--- config.mk ---
export PLATFORM = sky130hd
export DESIGN_NAME = matmul_sequencer
export DESIGN_NICKNAME = d
export VERILOG_FILES = /design/src/rtl/matmul_sequencer.sv
export SDC_FILE = /design/constraint.sdc
export NUM_CORES = 2
export LEC_CHECK = 0
export ABC_AREA = 0
export ABC_CLOCK_PERIOD_IN_PS = 16420
export CAP_MARGIN = 20
export CELL_PAD_IN_SITES_DETAIL_PLACEMENT = 1
export CELL_PAD_IN_SITES_GLOBAL_PLACEMENT = 1
export CORE_ASPECT_RATIO = 0.8
export CORE_MARGIN = 1.5
export CORE_UTILIZATION = 49
export DETAILED_ROUTE_END_ITERATION = 16
export PLACE_DENSITY_LB_ADDON = 0.1
export SYNTH_ARGS = -nofsm -noshare
export SYNTH_HDL_FRONTEND = slang
export SYNTH_SLANG_ARGS = --single-unit
--- constraint.sdc ---
create_clock -name in_clk -period 16.42 [get_ports in_clk]
set_input_delay 2.463 -clock in_clk [delete_from_list [all_inputs] [get_ports in_clk]]
set_output_delay 2.463 -clock in_clk [all_outputs]
set_load 0.005 [all_outputs]
--- src/rtl/matmul_sequencer.sv ---
// Sequencer that computes C = A x B over the shared three-matrix register file,
// one C cell at a time in row-major order, using a single multiply-accumulate.
module matmul_sequencer #(
  parameter int size          = 4,
  parameter int address_width = $clog2(size*size),
  parameter int cell_width    = 32,
  parameter int width         = cell_width*size
) (
  input  logic                     in_clk,
  input  logic                     in_reset,
  input  logic                     in_start,
  output logic                     out_busy,
  output logic                     out_done,
  output logic [address_width-1:0] out_rf_address,
  output logic [width-1:0]         out_rf_data,
  output logic [1:0]               out_rf_type,
  output logic [1:0]               out_rf_select,
  output logic                     out_rf_read_en,
  output logic                     out_rf_write_en,
  input  logic [width-1:0]         in_rf_data
);

  localparam int IDX_W = (size > 1) ? $clog2(size) : 1;
  localparam logic [IDX_W-1:0]         LAST   = IDX_W'(size - 1);
  localparam logic [address_width-1:0] SIZE_A = address_width'(size);

  localparam logic [1:0] TYPE_CELL = 2'b00;
  localparam logic [1:0] TYPE_ROW  = 2'b01;
  localparam logic [1:0] TYPE_COL  = 2'b10;
  localparam logic [1:0] SEL_A     = 2'b00;
  localparam logic [1:0] SEL_B     = 2'b01;
  localparam logic [1:0] SEL_C     = 2'b10;

  typedef enum logic [2:0] {
    S_IDLE,
    S_RD_ROW,
    S_RD_COL,
    S_CAP_COL,
    S_MAC,
    S_WRITE,
    S_DONE
  } state_t;

  state_t                  r_state;
  state_t                  w_nextState;
  logic [IDX_W-1:0]        r_i;
  logic [IDX_W-1:0]        r_j;
  logic [IDX_W-1:0]        r_k;
  logic [cell_width-1:0]   r_acc;
  logic [width-1:0]        r_rowBuf;
  logic [width-1:0]        r_colBuf;

  logic [address_width-1:0] w_rowAddr;
  logic [address_width-1:0] w_cellAddr;
  logic [cell_width-1:0]    w_rowElem;
  logic [cell_width-1:0]    w_colElem;
  logic [cell_width-1:0]    w_product;
  logic                     w_lastCell;

  assign w_rowAddr  = address_width'(r_i) * SIZE_A;
  assign w_cellAddr = w_rowAddr + address_width'(r_j);
  assign w_rowElem  = r_rowBuf[int'(r_k)*cell_width +: cell_width];
  assign w_colElem  = r_colBuf[int'(r_k)*cell_width +: cell_width];
  assign w_product  = w_rowElem * w_colElem;
  assign w_lastCell = (r_i == LAST) && (r_j == LAST);

  always_ff @(posedge in_clk) begin
    if (in_reset) begin
      r_state  <= S_IDLE;
      r_i      <= '0;
      r_j      <= '0;
      r_k      <= '0;
      r_acc    <= '0;
      r_rowBuf <= '0;
      r_colBuf <= '0;
    end else begin
      r_state <= w_nextState;
      case (r_state)
        S_IDLE: begin
          if (in_start) begin
            r_i <= '0;
            r_j <= '0;
          end
        end
        // Read data arrives one cycle after its request, so each buffer is
        // captured in the state following its read.
        S_RD_COL:  r_rowBuf <= in_rf_data;
        S_CAP_COL: begin
          r_colBuf <= in_rf_data;
          r_acc    <= '0;
          r_k      <= '0;
        end
        S_MAC: begin
          r_acc <= r_acc + w_product;
          if (r_k != LAST) r_k <= r_k + IDX_W'(1);
        end
        S_WRITE: begin
          if (r_j != LAST) begin
            r_j <= r_j + IDX_W'(1);
          end else if (r_i != LAST) begin
            r_j <= '0;
            r_i <= r_i + IDX_W'(1);
          end
        end
        default: ;
      endcase
    end
  end

  always_comb begin
    w_nextState     = r_state;
    out_busy        = (r_state != S_IDLE);
    out_done        = 1'b0;
    out_rf_address  = '0;
    out_rf_data     = '0;
    out_rf_type     = TYPE_CELL;
    out_rf_select   = SEL_A;
    out_rf_read_en  = 1'b0;
    out_rf_write_en = 1'b0;
    case (r_state)
      S_IDLE:    if (in_start) w_nextState = S_RD_ROW;
      S_RD_ROW: begin
        out_rf_read_en = 1'b1;
        out_rf_type    = TYPE_ROW;
        out_rf_select  = SEL_A;
        out_rf_address = w_rowAddr;
        w_nextState    = S_RD_COL;
      end
      S_RD_COL: begin
        out_rf_read_en = 1'b1;
        out_rf_type    = TYPE_COL;
        out_rf_select  = SEL_B;
        out_rf_address = address_width'(r_j);
        w_nextState    = S_CAP_COL;
      end
      S_CAP_COL: w_nextState = S_MAC;
      S_MAC:     if (r_k == LAST) w_nextState = S_WRITE;
      S_WRITE: begin
        out_rf_write_en = 1'b1;
        out_rf_type     = TYPE_CELL;
        out_rf_select   = SEL_C;
        out_rf_address  = w_cellAddr;
        out_rf_data     = width'(r_acc);
        w_nextState     = w_lastCell ? S_DONE : S_RD_ROW;
      end
      S_DONE: begin
        out_done    = 1'b1;
        w_nextState = S_IDLE;
      end
      default:   w_nextState = S_IDLE;
    endcase
    // A write coinciding with reset must not reach the register file.
    if (in_reset) out_rf_write_en = 1'b0;
  end

endmodule

==> results.cfg <==
[synthesis]
synth_async_sr_flop_share = 0
synth.avg_cell_area_um2 = 8.50
synth_warnings = 0
synth-seq-cells = 297
yosysUniqueCellTypes = 53
synth_edf_count = 0
synthFlopType = dfxtp_1
synth_area_um2 = 29800
seq_area_frac_synth = 0.199
syn_inst = 3506

[setup_path]
crit_arrival_ns = 10.02
reg2reg_depth = 27
critPathKind = flip-flop to flip-flop
worstPathMaxFanout = 60
critPathRequiredTime_ns = 16.88
end_kind = flip-flop
startpoint_type = flip-flop

[pwr]
ir_drop_v = 0.0000703
power_frac_comb = 0.127
power.switching_mw = 0.513
seqPwrFrac = 0.424
p_int_mw = 1.28
pwr_density_cell_nw_per_um2 = 54.4
clkPwrFrac = 0.448
p_sw_frac = 0.287
power_leakage_nw = 13.7

[global_routing]
grt_first_pass_wirelength_um = 160000
grt_max_degree = 129
antenna_found_initial = 1
track_usage = 0.338
grt.overflow.total = 0
grt_pass1_vias = 26700

[place]
dp_hpwl_um = 79900
dp_slack_ns = 6.92
place_congestion = 0.948
io_buffers = 174

[drt]
drcViolationCount = 0
drtIter0Drc = 1687
drt_wl_total_um = 103000
drtAntennaViolNets = 0
route.detailed.wl_per_inst_um = 23.6
via_per_inst = 5.58
routed-via-count = 24400
first_pass_iters = 7

[sta]
finalSetupViolCount = 0
max_freq_ghz = 0.105
setup_tns_ns = 0
period_needed_ns = 9.56
rsz0062_at_grt = no
hold_ws_ns = 0.455
maxSlewViolCount = 0
worst_pin_slew_ns = 1.18
layout_setup_ws_ns = 6.86
period_share = 0.582
finalClockSkew_ns = 0.0205
hold_violations = 0
slew_headroom = 0.211

[cts]
cts_buffers = 35
post_cts_buffers = 0
root_buffer = clkbuf_16
cts_hold_buf = 0
h-tree-depth = 2
cts_tree = built
clock-sinks = 297
cts.clk_slew.worst_paths_ns = 0.06
cts_buffer_depth = 3
insertion_delay_ns = 0.58
cts-resized-gates = 0

[finish]
register_area_um2 = 5950
multi_input_area_um2 = 20800
num-fill-cells = 7144
n_antenna_cell = 0
final_util = 0.550
fin_nets = 4267
final_common_cell = nand2_1
drive_gt1_frac = 0.0606
syn2layout_area_growth_pct = 10.3
layout_common_cells = nand2_1 (759), inv_1 (497), fa_1 (438)

[floorplanning]
io_pins = 271
fp.dieW_um = 279
die_y_um = 224
rows = 80
initial_core_util = 0.498
fp.dieArea_um2 = 62300
coreArea_um2 = 59900

[flow_run]
cap_violations = 0

[status]
status = finished clean

[hold_path]
hold_depth = 2
hold_path_class = flip-flop to flip-flop
## critical path: stages (launching register included)
cell	delay, ns
dfxtp_4	0.56
buf_4	0.69
buf_4	0.74
mux4_2	0.83
nand2_1	0.18
fa_1	0.45
inv_1	0.08
fa_1	0.44
fa_1	0.52
inv_1	0.05
fa_1	0.47
inv_1	0.05
fa_1	0.48
fa_1	0.51
fa_1	0.50
inv_1	0.06
fa_1	0.48
inv_1	0.04
ha_1	0.36
a21o_1	0.21
a21oi_1	0.13
o21ai_0	0.10
a21oi_1	0.15
o21ai_1	0.18
a2111oi_0	0.62
o31ai_1	0.14
xor2_1	0.16
a22o_1	0.20
## stage by stage
stage | area [µm²] | power, mW | instances
final | 32900 | 1.79 | 4376
after global routing | 32900 | 1.85 | 4376
after CTS | 32900 | 1.80 | 4375
after detailed placement | 31700 | 0.999 | 4312
after global placement | 31700 | 0.990 | 4311
after floorplan | 30200 | 0.905 | 3601
## kinds of logic (layout without fill, tap and decap cells)
kind of cell,after synthesis,in the layout,share of synthesized area
AO/OA/AOI/OAI,408,408,0.0750
XOR/XNOR,83,83,0.0258
adder cells (fa/ha/maj),565,565,0.347
buffers and inverters,782,778,0.115
flip-flops,297,297,0.199
multiplexers,154,154,0.0764
other,1,96,0.000126
AND/OR/NAND/NOR,1216,1216,0.161
## synth_stat cells (all sizes together) (2+ instances only)
library cell | count | share of area
dfxtp | 297 | 0.20
or3 | 4 | 0.00084
xnor2 | 60 | 0.018
o31ai | 4 | 0.0010
a21oi | 289 | 0.049
o21a | 3 | 0.00076
clkbuf | 155 | 0.020
nand2 | 763 | 0.096
nor2b | 8 | 0.0017
ha | 127 | 0.053
o21bai | 2 | 0.00050
mux2i | 58 | 0.020
a21boi | 2 | 0.00050
a21o | 15 | 0.0038
xor2 | 20 | 0.0059
a31oi | 4 | 0.00084
mux2 | 42 | 0.016
nand3 | 6 | 0.0010
a22o | 5 | 0.0015
a22oi | 21 | 0.0053
nand4 | 2 | 0.00042
inv | 498 | 0.063
nor2 | 357 | 0.045
mux4 | 54 | 0.041
nand2b | 11 | 0.0023
nor3 | 4 | 0.00067
fa | 438 | 0.29
and3 | 17 | 0.0036
a211oi | 2 | 0.00050
o21ai | 50 | 0.0084
or2 | 8 | 0.0017
and2 | 36 | 0.0076
buf | 129 | 0.033
xnor3 | 3 | 0.0023
a2111oi | 2 | 0.00080
o31a | 2 | 0.00059
## final timing paths
kind                  from            end  slack, ns
min          r_rowBuf[126]  r_rowBuf[126]       0.45
max reg2reg         r_k[1]      r_acc[30]       6.86
max                 r_k[1]      r_acc[30]       6.86
min reg2reg  r_rowBuf[126]  r_rowBuf[126]       0.45
## power by group through the flow
stage	Clock, mW	Sequential, mW	Combinational, mW
after floorplan	0	0.768	0.137
after global placement	0	0.773	0.217
after detailed placement	0	0.775	0.224
after CTS	0.813	0.759	0.225
after global routing	0.841	0.762	0.243
final	0.802	0.760	0.228
## state kept, by name (all words and copies together) (netlist names)
signal / count
r_k: 2
r_state: 3
r_colBuf: 128
r_j: 2
r_i: 2
r_acc: 32
r_rowBuf: 128
## layout make-up
cell class,count,area share
clock buffer,54,0.0315
clock inverter,9,0.00399
inverter,498,0.0569
multi-input combinational,2522,0.634
sequential,297,0.181
tap,779,0.0296
timing repair buffer,217,0.0635
## layer usage
layer  part of all wire  GRT usage  vias up  routed length (µm)
met5                  0          0        -                   0
met4              0.030     0.0985        0                3120
met3              0.073     0.0614      177                7520
met2               0.48      0.568      835               49200
met1               0.42      0.447    12700               43600
li1                   -          -    10700                   -
Power figures use the tool's default switching activity.
